==> src/rtl/key_led_pkg.sv <==
// Shared constants and helpers for the key/LED controller.
package key_led_pkg;

  localparam logic [1:0] MODE_BLINK     = 2'd0;
  localparam logic [1:0] MODE_WALK_UP   = 2'd1;
  localparam logic [1:0] MODE_WALK_DOWN = 2'd2;
  localparam logic [1:0] MODE_BOUNCE    = 2'd3;

  // Bits needed to hold 0..n-1, never less than one.
  function automatic int clog2(input int n);
    int r;
    r = 1;
    for (int i = 1; i < 32; i++)
      if ((1 << i) < n) r = i + 1;
    return r;
  endfunction

endpackage

==> src/rtl/key_debounce.sv <==
// One push-button: 2-flop synchroniser, polarity fix-up, debounce counter and press pulse.
module key_debounce
  import key_led_pkg::*;
#(
  parameter int DEBOUNCE_CYCLES = 8192,
  parameter bit KEY_ACTIVE_HIGH = 1'b1
) (
  input  logic clk_50m,
  input  logic rst,
  input  logic key_raw,
  output logic key_level,
  output logic key_press
);

  localparam int DW = clog2(DEBOUNCE_CYCLES);
  localparam logic [DW-1:0] DB_MAX = DW'(DEBOUNCE_CYCLES - 1);

  logic [1:0]    sync;
  logic          lvl_in;
  logic [DW-1:0] db_cnt;

  assign lvl_in = KEY_ACTIVE_HIGH ? sync[1] : ~sync[1];

  always_ff @(posedge clk_50m) begin
    if (rst) begin
      sync      <= '0;
      db_cnt    <= '0;
      key_level <= 1'b0;
      key_press <= 1'b0;
    end else begin
      sync      <= {sync[0], key_raw};
      key_press <= 1'b0;
      if (lvl_in == key_level) begin
        db_cnt <= '0;
      end else if (db_cnt == DB_MAX) begin
        // Registered alongside key_level so the pulse lands in the rising cycle.
        key_level <= lvl_in;
        key_press <= lvl_in;
        db_cnt    <= '0;
      end else begin
        db_cnt <= db_cnt + DW'(1);
      end
    end
  end

endmodule

==> src/rtl/key_led_ctrl.sv <==
// Debounced keys step a 2-bit mode selecting one of four LED patterns, advanced by a prescaler.
module key_led_ctrl
  import key_led_pkg::*;
#(
  parameter int NUM_KEYS        = 2,
  parameter int NUM_LEDS        = 4,
  parameter int DEBOUNCE_CYCLES = 8192,
  parameter int STEP_CYCLES     = 67108864,
  parameter bit KEY_ACTIVE_HIGH = 1'b1
) (
  input  logic                clk_50m,
  input  logic                rst,
  input  logic [NUM_KEYS-1:0] key,
  input  logic                led_en,
  output logic [NUM_KEYS-1:0] key_level,
  output logic [NUM_KEYS-1:0] key_press,
  output logic [1:0]          mode,
  output logic                step_tick,
  output logic [NUM_LEDS-1:0] led
);

  localparam int SW = clog2(STEP_CYCLES);
  localparam logic [SW-1:0]       STEP_MAX = SW'(STEP_CYCLES - 1);
  localparam logic [NUM_LEDS-1:0] LED_LSB  = {{(NUM_LEDS-1){1'b0}}, 1'b1};
  localparam logic [NUM_LEDS-1:0] LED_MSB  = {1'b1, {(NUM_LEDS-1){1'b0}}};

  for (genvar g = 0; g < NUM_KEYS; g++) begin : g_key
    key_debounce #(
      .DEBOUNCE_CYCLES(DEBOUNCE_CYCLES),
      .KEY_ACTIVE_HIGH(KEY_ACTIVE_HIGH)
    ) u_db (
      .clk_50m  (clk_50m),
      .rst      (rst),
      .key_raw  (key[g]),
      .key_level(key_level[g]),
      .key_press(key_press[g])
    );
  end

  logic [1:0]          mode_nxt;
  logic                mode_chg;
  logic [SW-1:0]       step_cnt;
  logic [NUM_LEDS-1:0] pat, pat_nxt;
  logic                dir_dn, dir_dn_nxt;

  // Simultaneous next/prev presses cancel out.
  always_comb begin
    mode_nxt = mode;
    mode_chg = 1'b0;
    if (key_press[0] && !key_press[1]) begin
      mode_nxt = mode + 2'd1;
      mode_chg = 1'b1;
    end else if (key_press[1] && !key_press[0]) begin
      mode_nxt = mode - 2'd1;
      mode_chg = 1'b1;
    end
  end

  assign step_tick = (step_cnt == STEP_MAX);

  always_comb begin
    pat_nxt    = pat;
    dir_dn_nxt = dir_dn;
    if (mode_chg) begin
      dir_dn_nxt = 1'b0;
      case (mode_nxt)
        MODE_BLINK:     pat_nxt = '0;
        MODE_WALK_UP:   pat_nxt = LED_LSB;
        MODE_WALK_DOWN: pat_nxt = LED_MSB;
        MODE_BOUNCE:    pat_nxt = LED_LSB;
        default:        pat_nxt = '0;
      endcase
    end else if (step_tick) begin
      case (mode)
        MODE_BLINK:     pat_nxt = ~pat;
        MODE_WALK_UP:   pat_nxt = {pat[NUM_LEDS-2:0], pat[NUM_LEDS-1]};
        MODE_WALK_DOWN: pat_nxt = {pat[0], pat[NUM_LEDS-1:1]};
        MODE_BOUNCE: begin
          // Turn around on the end bit itself so each end is lit for one step.
          if (!dir_dn) begin
            if (pat[NUM_LEDS-1]) begin
              pat_nxt    = pat >> 1;
              dir_dn_nxt = 1'b1;
            end else begin
              pat_nxt = pat << 1;
            end
          end else begin
            if (pat[0]) begin
              pat_nxt    = pat << 1;
              dir_dn_nxt = 1'b0;
            end else begin
              pat_nxt = pat >> 1;
            end
          end
        end
        default: pat_nxt = pat;
      endcase
    end
  end

  always_ff @(posedge clk_50m) begin
    if (rst) begin
      mode     <= MODE_BLINK;
      step_cnt <= '0;
      pat      <= '0;
      dir_dn   <= 1'b0;
      led      <= '0;
    end else begin
      mode     <= mode_nxt;
      step_cnt <= (mode_chg || step_tick) ? '0 : step_cnt + SW'(1);
      pat      <= pat_nxt;
      dir_dn   <= dir_dn_nxt;
      led      <= pat & {NUM_LEDS{led_en}};
    end
  end

endmodule

==> config.mk <==
export PLATFORM = sky130hd
export DESIGN_NAME = key_led_ctrl
export DESIGN_NICKNAME = d
export VERILOG_FILES = /design/src/rtl/key_led_pkg.sv /design/src/rtl/key_debounce.sv /design/src/rtl/key_led_ctrl.sv
export SDC_FILE = /design/constraint.sdc
export NUM_CORES = 1
export LEC_CHECK = 0
export ABC_AREA = 1
export CAP_MARGIN = 20
export CORE_MARGIN = 5
export CORE_UTILIZATION = 62
export CTS_CLUSTER_SIZE = 40
export DETAILED_ROUTE_END_ITERATION = 7
export PLACE_DENSITY = 0.9
export SYNTH_ARGS = -nofsm -noshare
export SYNTH_HDL_FRONTEND = slang
export SYNTH_HIERARCHICAL = 1
export SYNTH_SLANG_ARGS = --single-unit
==> constraint.sdc <==
create_clock -name clk_50m -period 2.1 [get_ports clk_50m]
set_input_delay 0.42 -clock clk_50m [delete_from_list [all_inputs] [get_ports clk_50m]]
set_output_delay 0.42 -clock clk_50m [all_outputs]
set_load 0.02 [all_outputs]
==> results_dict.tcl <==
set metrics [dict create \
    powerDensity_mw_per_mm2 682 \
    wl_met3_um 872 \
    violations "setup timing" \
    vias_per_cell 5.19 \
    die_width_um 111 \
    ant_nets 0 \
    outcome "complete, but fails checks" \
    hp-class "reg -> reg" \
    multiInputGateArea_mm2 0.00356 \
    cap_violations 0 \
    async_flop_share_pct 0 \
    met1_length_um 6370 \
    die_h_um 111 \
    finalPower_w 0.00494 \
    arrival_ns 1.68 \
    numPortBuffers 15 \
    synthFlopType "dfxtp_1" \
    first_iter_violations 468 \
    gp_congestion 0.982 \
    skew_ns 0.00789 \
    synthesis.area_mm2 0.00627 \
    synth_cell_types 28 \
    cts-root-buf "clkbuf_8" \
    initial_utilization_pct 63.9 \
    slew_viol_final 0 \
    clkTransAtPathRegs_ns 0.06 \
    dr.pass1.iters 7 \
    synth.avg_cell_area_um2 6.46 \
    peakVddDrop_uv 629 \
    cts_sinks 115 \
    grt_pass1_vias 5880 \
    hold_viol_final 0 \
    synth_seq_cells 115 \
    h-tree-depth 4 \
    wl_um 14700 \
    grt_use_total_pct 24.8 \
    nets 1029 \
    rsz0062_at_grt "yes" \
    cp-end-kind "output pin" \
    seq_area_mm2 0.00230 \
    worst_slew_pin_slew_ns 0.437 \
    ys_warn_count 6 \
    core_mm2 0.00982 \
    holdBufCountCts 0 \
    finalNonFillerCells 1161 \
    yosysMostFrequentCell "nand2_1" \
    area_delta_synth_final_pct 15.5 \
    drive_above_1_share_pct 9.34 \
    period_share_pct 100 \
    fin_ws_ns -0.00274 \
    crit_required_ns 1.68 \
    synth_edf_count 0 \
    synth_area_leaders "dfxtp_1, nand2_1, nor2_1" \
    place_area_mm2 0.00662 \
    drc_errors 0 \
    design.die.area_mm2 0.0122 \
    numCtsBuffers 17 \
    tritoncts "built" \
    vias 6031 \
    antenna_found_initial 0 \
    nFillCells 802 \
    grt_max_degree 33 \
    io-pin-count 16 \
    finalSetupViolCount 1 \
    rows 36 \
    syn-num-nets 986 \
    cp-start-kind "flip-flop" \
    cts_buffer_depth 2 \
    fin_area_mm2 0.00725 \
    path_class "reg -> out" \
    globalRoute.totalOverflow 0 \
    fin_crit_ns 2.10 \
    place_ws_ns -0.00749 \
    p_leak_nw 2.58 \
    fmaxAchievable_mhz 476 \
    yosysTopAreaCellShare_pct 36.7 \
    wl_met2_um 6870 \
    clock_latency_ns 0.52 \
    synthTopCellsByCount "nand2_1, nor2_1, dfxtp_1" \
    grt_pass1_wl_um 25500 \
    dp.cells 1125 \
    top_layer "met4" \
    synthCells 972 \
    routedWlPerCell_um 12.6 \
    ys_seq_area_share_pct 36.7 \
    antenna_cells 0 \
    cp_max_fo 2 \
    dp_hpwl_um 10300 \
    slew_headroom_pct 70.8 \
    yosysTopAreaCell "dfxtp_1" \
]
-- flip-flops by register name (all words and copies together), names as in the netlist --
signal	flops
dir_dn	1
step_cnt	32
g_key.u_db/sync	4
g_key.u_db/db_cnt	64
pat	4
g_key.u_db/key_press	2
g_key.u_db/key_level	2
led	4
mode	2
-- routing by layer --
layer  GRT usage, %  vias up
met1           29.3     2649
met4           13.0        0
met3           5.53       59
met2           41.8      224
li1               -     3099
met5              0        -
-- critical path, stage by stage (launching register included) --
cell and delay [ns]:
dfxtp_2 0.35, ha_4 0.15, nand3_4 0.07, nor2_4 0.13, nand3_4 0.10, nor2_4 0.12
nand3_4 0.07, inv_2 0.06, buf_6 0.11
-- where the power goes --
group          internal, W  switching (W)   total, W
registers          0.00219     0.00000811    0.00220
logic            0.0000311      0.0000467  0.0000778
clock network      0.00161        0.00106    0.00267
-- kinds of logic (layout without fill, tap and decap cells) --
| group | Yosys count | after routing | synth area share [%] |
|---|---|---|---|
| AO/OA/AOI/OAI | 42 | 42 | 3.55 |
| XOR/XNOR | 50 | 50 | 6.98 |
| adder cells (fa/ha/maj) | 9 | 9 | 1.79 |
| buffers and inverters | 105 | 161 | 7.12 |
| flip-flops | 115 | 115 | 36.7 |
| AND/OR/NAND/NOR | 651 | 651 | 43.9 |
-- cell type report --
| cell class | instances | share of cell area (%) |
|---|---|---|
| clock inverter | 14 | 1.83 |
| timing repair buffer | 32 | 4.02 |
| multi-input combinational | 752 | 49.1 |
| tap | 133 | 2.30 |
| sequential | 115 | 31.8 |
| inverter | 97 | 5.03 |
| clock buffer | 18 | 5.91 |
-- worst paths after layout --
path | depth (start not counted) | endpoint | slack [ns] | from
setup reg to reg | 12 | pat[0] | 0.23 | step_cnt[0]
setup / recovery | 8 | step_tick | -0.003 | step_cnt[0]
hold reg to reg | 2 | g_key[1].u_db/sync[1] | 0.40 | g_key[1].u_db/sync[0]
hold / removal | 2 | g_key[1].u_db/sync[1] | 0.40 | g_key[1].u_db/sync[0]
-- cells in the final DEF (no fill, tap or decap), types with 6 or more instances in the layout --
master,instances
dfxtp_1,113
clkdlybuf4s50_1,14
clkinvlp_4,6
a21oi_1,31
nor3_1,9
xnor2_1,24
nand3_1,49
nand4_1,15
inv_1,93
nor2_1,222
or2_2,8
nand2_1,304
nand3b_1,10
o21ai_0,6
clkbuf_16,16
ha_1,8
xor2_1,26
nor2_2,16
buf_4,16
-- what timing repair did --
item	CTS	global route
endpoints found under the setup margin	1	1
pin swaps	3	4
resized for setup	12	3
buffers inserted	3	1
cloned	0	0
-- metrics by stage --
stage / hold slack [ns] / util, % / setup TNS (ns)
after CTS: 0.403 / 73.6 / -0.0560
after global routing: 0.405 / 73.8 / -0.109
after global placement: 0.389 / 67.4 / 0
after detailed placement: 0.399 / 67.4 / -0.00749
after floorplan: 0.388 / - / 0
final: 0.404 / 73.8 / -0.00274
Note: power is estimated with default switching activity, not from simulation.
